==> src/rtl/timer_prescaler_ctrl_pkg.sv <==
// timer_prescaler_ctrl_pkg: division mode encodings and terminal-count decode helper.
package timer_prescaler_ctrl_pkg;
  localparam logic DIV_MODE_POW2 = 1'b0;
  localparam logic DIV_MODE_LIN = 1'b1;
  localparam int TERM_W = 16;
  function automatic logic [TERM_W-1:0] calc_term(input logic div_en, input logic div_mode,
                                                  input logic [TERM_W-1:0] div_val, input int pre_w);
    logic [TERM_W-1:0] full, pw;
    full = TERM_W'((32'd1 << pre_w) - 32'd1);
    pw = TERM_W'((32'd1 << div_val) - 32'd1);
    calc_term = !div_en ? '0 :
                div_mode == DIV_MODE_LIN ? (div_val > full ? full : div_val) :
                (int'(div_val) > pre_w ? full : pw);
  endfunction
endpackage

==> src/rtl/timer_prescaler_ctrl_if.sv <==
// timer_prescaler_ctrl_if: control, debug-halt and status signals of the prescaler.
interface timer_prescaler_ctrl_if #(
  parameter int PRE_W = 8,
  parameter int DIV_W = 4
);
  logic timer_en;
  logic div_en;
  logic div_mode;
  logic [DIV_W-1:0] div_val;
  logic debug_mode;
  logic halt_req;
  logic halt_ack;
  logic cnt_en;
  logic cnt_clr;
  logic [PRE_W-1:0] pre_cnt;
  logic cfg_err;
  modport master (
    output timer_en, div_en, div_mode, div_val, debug_mode, halt_req,
    input halt_ack, cnt_en, cnt_clr, pre_cnt, cfg_err
  );
  modport slave (
    input timer_en, div_en, div_mode, div_val, debug_mode, halt_req,
    output halt_ack, cnt_en, cnt_clr, pre_cnt, cfg_err
  );
endinterface

==> src/rtl/timer_prescaler_ctrl_div_decode.sv <==
// timer_prescaler_ctrl_div_decode: combinational terminal count and pow2 saturation flag.
module timer_prescaler_ctrl_div_decode
  import timer_prescaler_ctrl_pkg::*;
#(
  parameter int PRE_W = 8,
  parameter int DIV_W = 4
) (
  input  logic              div_en,
  input  logic              div_mode,
  input  logic [DIV_W-1:0]  div_val,
  output logic [TERM_W-1:0] term,
  output logic              sat
);
  always_comb begin
    term = calc_term(div_en, div_mode, TERM_W'(div_val), PRE_W);
    sat = div_en & (div_mode == DIV_MODE_POW2) & (int'(div_val) > PRE_W);
  end
endmodule

==> src/rtl/timer_prescaler_ctrl.sv <==
// timer_prescaler_ctrl: prescaler emitting a 1-cycle cnt_en every T+1 enabled cycles,
// with config-change restart, registered debug halt and timer_en falling-edge clear pulse.
module timer_prescaler_ctrl
  import timer_prescaler_ctrl_pkg::*;
#(
  parameter int PRE_W = 8,
  parameter int DIV_W = 4
) (
  input logic sys_clk,
  input logic sys_rst_n,
  timer_prescaler_ctrl_if.slave bus
);
  logic [TERM_W-1:0] term;
  logic sat, cfg_chg, at_term, timer_en_q;
  logic [DIV_W+1:0] cfg, shadow;
  logic [PRE_W-1:0] pre_nxt;
  timer_prescaler_ctrl_div_decode #(.PRE_W(PRE_W), .DIV_W(DIV_W)) u_dec (
    .div_en(bus.div_en),
    .div_mode(bus.div_mode),
    .div_val(bus.div_val),
    .term(term),
    .sat(sat)
  );
  always_comb begin
    cfg = {bus.div_en, bus.div_mode, bus.div_val};
    cfg_chg = cfg != shadow;
    at_term = TERM_W'(bus.pre_cnt) == term;
    // restart beats halt so a config written during a debug halt takes effect at once
    pre_nxt = !bus.timer_en ? '0 :
              cfg_chg ? '0 :
              bus.halt_ack ? bus.pre_cnt :
              at_term ? '0 : bus.pre_cnt + PRE_W'(1);
    bus.cnt_en = bus.timer_en & ~bus.halt_ack & ~cfg_chg & at_term;
  end
  always_ff @(posedge sys_clk or negedge sys_rst_n) begin
    if (!sys_rst_n) begin
      bus.pre_cnt <= '0;
      bus.halt_ack <= 1'b0;
      bus.cnt_clr <= 1'b0;
      bus.cfg_err <= 1'b0;
      shadow <= '0;
      timer_en_q <= 1'b0;
    end else begin
      bus.pre_cnt <= pre_nxt;
      bus.halt_ack <= bus.debug_mode & bus.halt_req;
      bus.cnt_clr <= timer_en_q & ~bus.timer_en;
      bus.cfg_err <= sat;
      shadow <= cfg;
      timer_en_q <= bus.timer_en;
    end
  end
endmodule

==> src/flat_wrapper.sv <==
// flat-port wrapper written by rule: the top's interface ports become plain ports
module timer_prescaler_ctrl_flat import timer_prescaler_ctrl_pkg::*;
#(
  parameter int PRE_W = 8,
  parameter int DIV_W = 4
)
  (sys_clk, sys_rst_n, bus_timer_en, bus_div_en, bus_div_mode, bus_div_val, bus_debug_mode, bus_halt_req, bus_halt_ack, bus_cnt_en, bus_cnt_clr, bus_pre_cnt, bus_cfg_err);
  timer_prescaler_ctrl_if #(.PRE_W(PRE_W), .DIV_W(DIV_W)) bus_i ();
  input logic sys_clk;
  input logic sys_rst_n;
  input wire logic [$bits(bus_i.timer_en)-1:0] bus_timer_en;
  input wire logic [$bits(bus_i.div_en)-1:0] bus_div_en;
  input wire logic [$bits(bus_i.div_mode)-1:0] bus_div_mode;
  input wire logic [$bits(bus_i.div_val)-1:0] bus_div_val;
  input wire logic [$bits(bus_i.debug_mode)-1:0] bus_debug_mode;
  input wire logic [$bits(bus_i.halt_req)-1:0] bus_halt_req;
  output wire logic [$bits(bus_i.halt_ack)-1:0] bus_halt_ack;
  output wire logic [$bits(bus_i.cnt_en)-1:0] bus_cnt_en;
  output wire logic [$bits(bus_i.cnt_clr)-1:0] bus_cnt_clr;
  output wire logic [$bits(bus_i.pre_cnt)-1:0] bus_pre_cnt;
  output wire logic [$bits(bus_i.cfg_err)-1:0] bus_cfg_err;
  assign bus_i.timer_en = bus_timer_en;
  assign bus_i.div_en = bus_div_en;
  assign bus_i.div_mode = bus_div_mode;
  assign bus_i.div_val = bus_div_val;
  assign bus_i.debug_mode = bus_debug_mode;
  assign bus_i.halt_req = bus_halt_req;
  assign bus_halt_ack = bus_i.halt_ack;
  assign bus_cnt_en = bus_i.cnt_en;
  assign bus_cnt_clr = bus_i.cnt_clr;
  assign bus_pre_cnt = bus_i.pre_cnt;
  assign bus_cfg_err = bus_i.cfg_err;
  timer_prescaler_ctrl #(.PRE_W(PRE_W), .DIV_W(DIV_W)) u_core (.sys_clk(sys_clk), .sys_rst_n(sys_rst_n), .bus(bus_i));
endmodule
==> config.mk <==
export PLATFORM = sky130hd
export DESIGN_NAME = timer_prescaler_ctrl_flat
export DESIGN_NICKNAME = d
export VERILOG_FILES = /design/src/rtl/timer_prescaler_ctrl_pkg.sv /design/src/rtl/timer_prescaler_ctrl_if.sv /design/src/rtl/timer_prescaler_ctrl_div_decode.sv /design/src/rtl/timer_prescaler_ctrl.sv /design/src/flat_wrapper.sv
export SDC_FILE = /design/constraint.sdc
export NUM_CORES = 1
export LEC_CHECK = 0
export BUFFER_PORTS_ARGS = -buffer_cell sky130_fd_sc_hd__buf_2
export CAP_MARGIN = 20
export CORE_MARGIN = 8
export CORE_UTILIZATION = 50
export DETAILED_ROUTE_END_ITERATION = 10
export GPL_ROUTABILITY_DRIVEN = 0
export PLACE_DENSITY_LB_ADDON = 0.05
export SYNTH_ARGS = -nofsm -noshare
export SYNTH_HDL_FRONTEND = slang
export SYNTH_SLANG_ARGS = --single-unit
==> constraint.sdc <==
create_clock -name sys_clk -period 5.05 [get_ports sys_clk]
set_input_delay 0.7575 -clock sys_clk [delete_from_list [all_inputs] [get_ports sys_clk]]
set_output_delay 0.7575 -clock sys_clk [all_outputs]
set_load 0.005 [all_outputs]
==> impl_metrics.yaml <==
status:
  status: "finished clean"
die:
  die_w_um: 65.8
  num_rows: 18
  initial_core_util: 0.513
  core_um2: 2410
  dieArea_um2: 4320
  io_pins: 23
  die_h_um: 65.8
drt:
  drt_iter0_drc: 55
  antenna_left: 0
  viasPerCell: 5.66
  vias: 997
  routed_wl_mm: 2.57
  drcViolationCount: 0
  met1_length_mm: 1.15
  wl_per_cell_um: 14.6
  met3WireLength_um: 128
  top_layer_used: "met4"
  firstDrtPassIters: 4
  dr_wl_met2_mm: 1.27
clock_tree:
  clockBufferDepth: 2
  cts_buffers: 3
  tritoncts: "done"
  cts_resized: 0
  clk_latency_ps: 290
  cts.clk_slew.worst_paths_ps: 110
  htreeDepth: 1
  cts_hold_buf: 0
  cts-root-buf: "clkbuf_4"
  postCtsSetupBuffers: 0
  cts_sinks: 18
setup_path:
  crit_arrival_ps: 3280
  crit_required_ps: 4290
  startpoint_type: "input port"
  cp_max_fo: 13
  end_kind: "output port"
  path_class: "in2out"
cells_and_area:
  mostFrequentLayoutCell: "buf_2"
  diodes: 0
  final_cell_mix: "22 x buf_2, 18 x dfrtp_1, 9 x xor2_1"
  drive_above_1_share: 0.253
  syn_to_final_growth_pct: 10.2
  final_util: 0.566
  final_nets: 160
sta:
  final-setup-viol-count: 0
  maxSlewHeadroom: 0.740
  min_period_ps: 4040
  drv_slew: 0
  period_share: 0.800
  setup_tns_ps: 0
  fmax_mhz: 247
  skew_ps: 2.32
  tightest_slew_ps: 389
  grt_setup_unrepaired: "no"
  hold_violations: 0
synthesis:
  synth_area_um2: 1240
  yosysSeqAreaShare: 0.364
  yosysWarningCount: 0
  synth-main-ff-cell: "dfrtp_1"
  synth_edf_count: 0
  synthesis.nets: 142
  ys_seq_elements: 18
  yosysUniqueCellTypes: 47
  syn-mean-instance-area_um2: 9.59
  async_reset_ff_frac: 1.00
  syn_inst: 129
global_route:
  track_usage: 0.127
  antenna_found_initial: 0
  grt-ovfl-total: 0
  grt_pass1_wl_mm: 4.42
  grt_max_degree: 19
  grt_pass1_vias: 935
place:
  dp_hpwl_mm: 1.98
  portBuffers: 22
run:
  max-cap-violations: 0
power_and_ir_drop:
  p_leak_nw: 0.588
  power.density_nw_per_um2: 211
  peakVddDrop_mv: 0.182
min_path:
  holdCritPathClass: "in2async"
-- per-layer routing --
metal | up-vias | track usage
li1 | 495 | -
met1 | 479 | 0.162
met2 | 21 | 0.201
met3 | 2 | 0.0289
met4 | 0 | 0.0490
met5 | - | 0
-- final timing paths --
path / startpoint / end / slack, ps / depth (start not counted)
max: bus_div_val[1] / bus_cnt_en / 1010 / 10
min: sys_rst_n / u_core.bus.pre_cnt[1]$_DFFE_PN0P_ / 370 / 1
max reg2reg: u_core.bus.pre_cnt[4]$_DFFE_PN0P_ / u_core.bus.pre_cnt[5]$_DFFE_PN0P_ / 3140 / 6
min reg2reg: u_core.timer_en_q$_DFF_PN0_ / u_core.bus.cnt_clr$_DFF_PN0_ / 480 / 1
max in group asynchronous: sys_rst_n / u_core.shadow[1]$_DFF_PN0_ / 4410 / 1
min in group sys_clk: u_core.timer_en_q$_DFF_PN0_ / u_core.bus.cnt_clr$_DFF_PN0_ / 480 / 1
-- cell families (layout without fill, tap and decap cells) --
| family | Yosys count | in the layout | synth area share |
|---|---|---|---|
| adders and majority gates | 2 | 2 | 0.0202 |
| buffers and inverters | 14 | 31 | 0.0617 |
| xor gates and xnor gates | 14 | 14 | 0.0991 |
| and+or+nand+nor | 57 | 57 | 0.298 |
| muxes | 1 | 1 | 0.00910 |
| AOI/OAI and AO/OA | 23 | 23 | 0.148 |
| DFF | 18 | 18 | 0.364 |
-- synth_stat cells (2+ instances only) --
| library cell | count | area share |
|---|---|---|
| a21oi_1 | 6 | 0.024 |
| clkbuf_1 | 2 | 0.0061 |
| nor2_1 | 4 | 0.012 |
| ha_1 | 2 | 0.020 |
| xor2_1 | 9 | 0.064 |
| nand2_1 | 7 | 0.021 |
| a2bb2oi_1 | 2 | 0.014 |
| and2_1 | 2 | 0.010 |
| or2b_1 | 4 | 0.024 |
| nor3_1 | 8 | 0.032 |
| nand3b_1 | 3 | 0.018 |
| o22ai_1 | 2 | 0.010 |
| buf_2 | 4 | 0.016 |
| o21ai_0 | 3 | 0.012 |
| nand2b_1 | 3 | 0.015 |
| buf_6 | 2 | 0.018 |
| dfrtp_1 | 18 | 0.36 |
| or4_1 | 2 | 0.012 |
| and3b_1 | 2 | 0.014 |
| nand3_1 | 5 | 0.020 |
| xnor2_1 | 5 | 0.035 |
| or3_1 | 2 | 0.010 |
| inv_1 | 5 | 0.015 |
| nor2b_1 | 4 | 0.020 |
-- sequential cells by signal (all words and copies together) (netlist names) --
| name | count |
|---|---|
| u_core.bus.pre_cnt | 8 |
| u_core.shadow | 6 |
| u_core.bus.cfg_err | 1 |
| u_core.bus.cnt_clr | 1 |
| u_core.bus.halt_ack | 1 |
| u_core.timer_en_q | 1 |
-- where the power goes --
part / internal (mW) / switching (mW)
combinational: 0.0200 / 0.0270
sequential: 0.148 / 0.00263
clock: 0.0439 / 0.0457
-- metrics by stage --
stage	total power, mW	worst slack (ps)	area (um2)	hold WS, ps	instances
global route	0.302	836	1360	383	176
detailed placement	0.201	1000	1330	456	172
floorplan	0.189	1320	1240	439	129
global placement	0.200	1070	1330	446	172
CTS	0.291	1000	1360	380	176
finish	0.287	1010	1360	369	176
-- final cells by class --
class	count	area [um2]
multi-input combinational	97	711
inverter	5	18.8
clock buffer	4	36.3
fill	240	1050
timing repair buffer	22	110
sequential	18	450
tap	30	37.5
-- worst max-delay path, stage by stage --
cell and delay (ps):
buf_2 170, or4_4 560, ha_1 280, or2_2 320
a31oi_1 170, a21oi_1 130, xor2_1 200, nor4_4 400
nor2b_1 170, buf_2 120
Note: power is estimated with default switching activity, not from simulation.
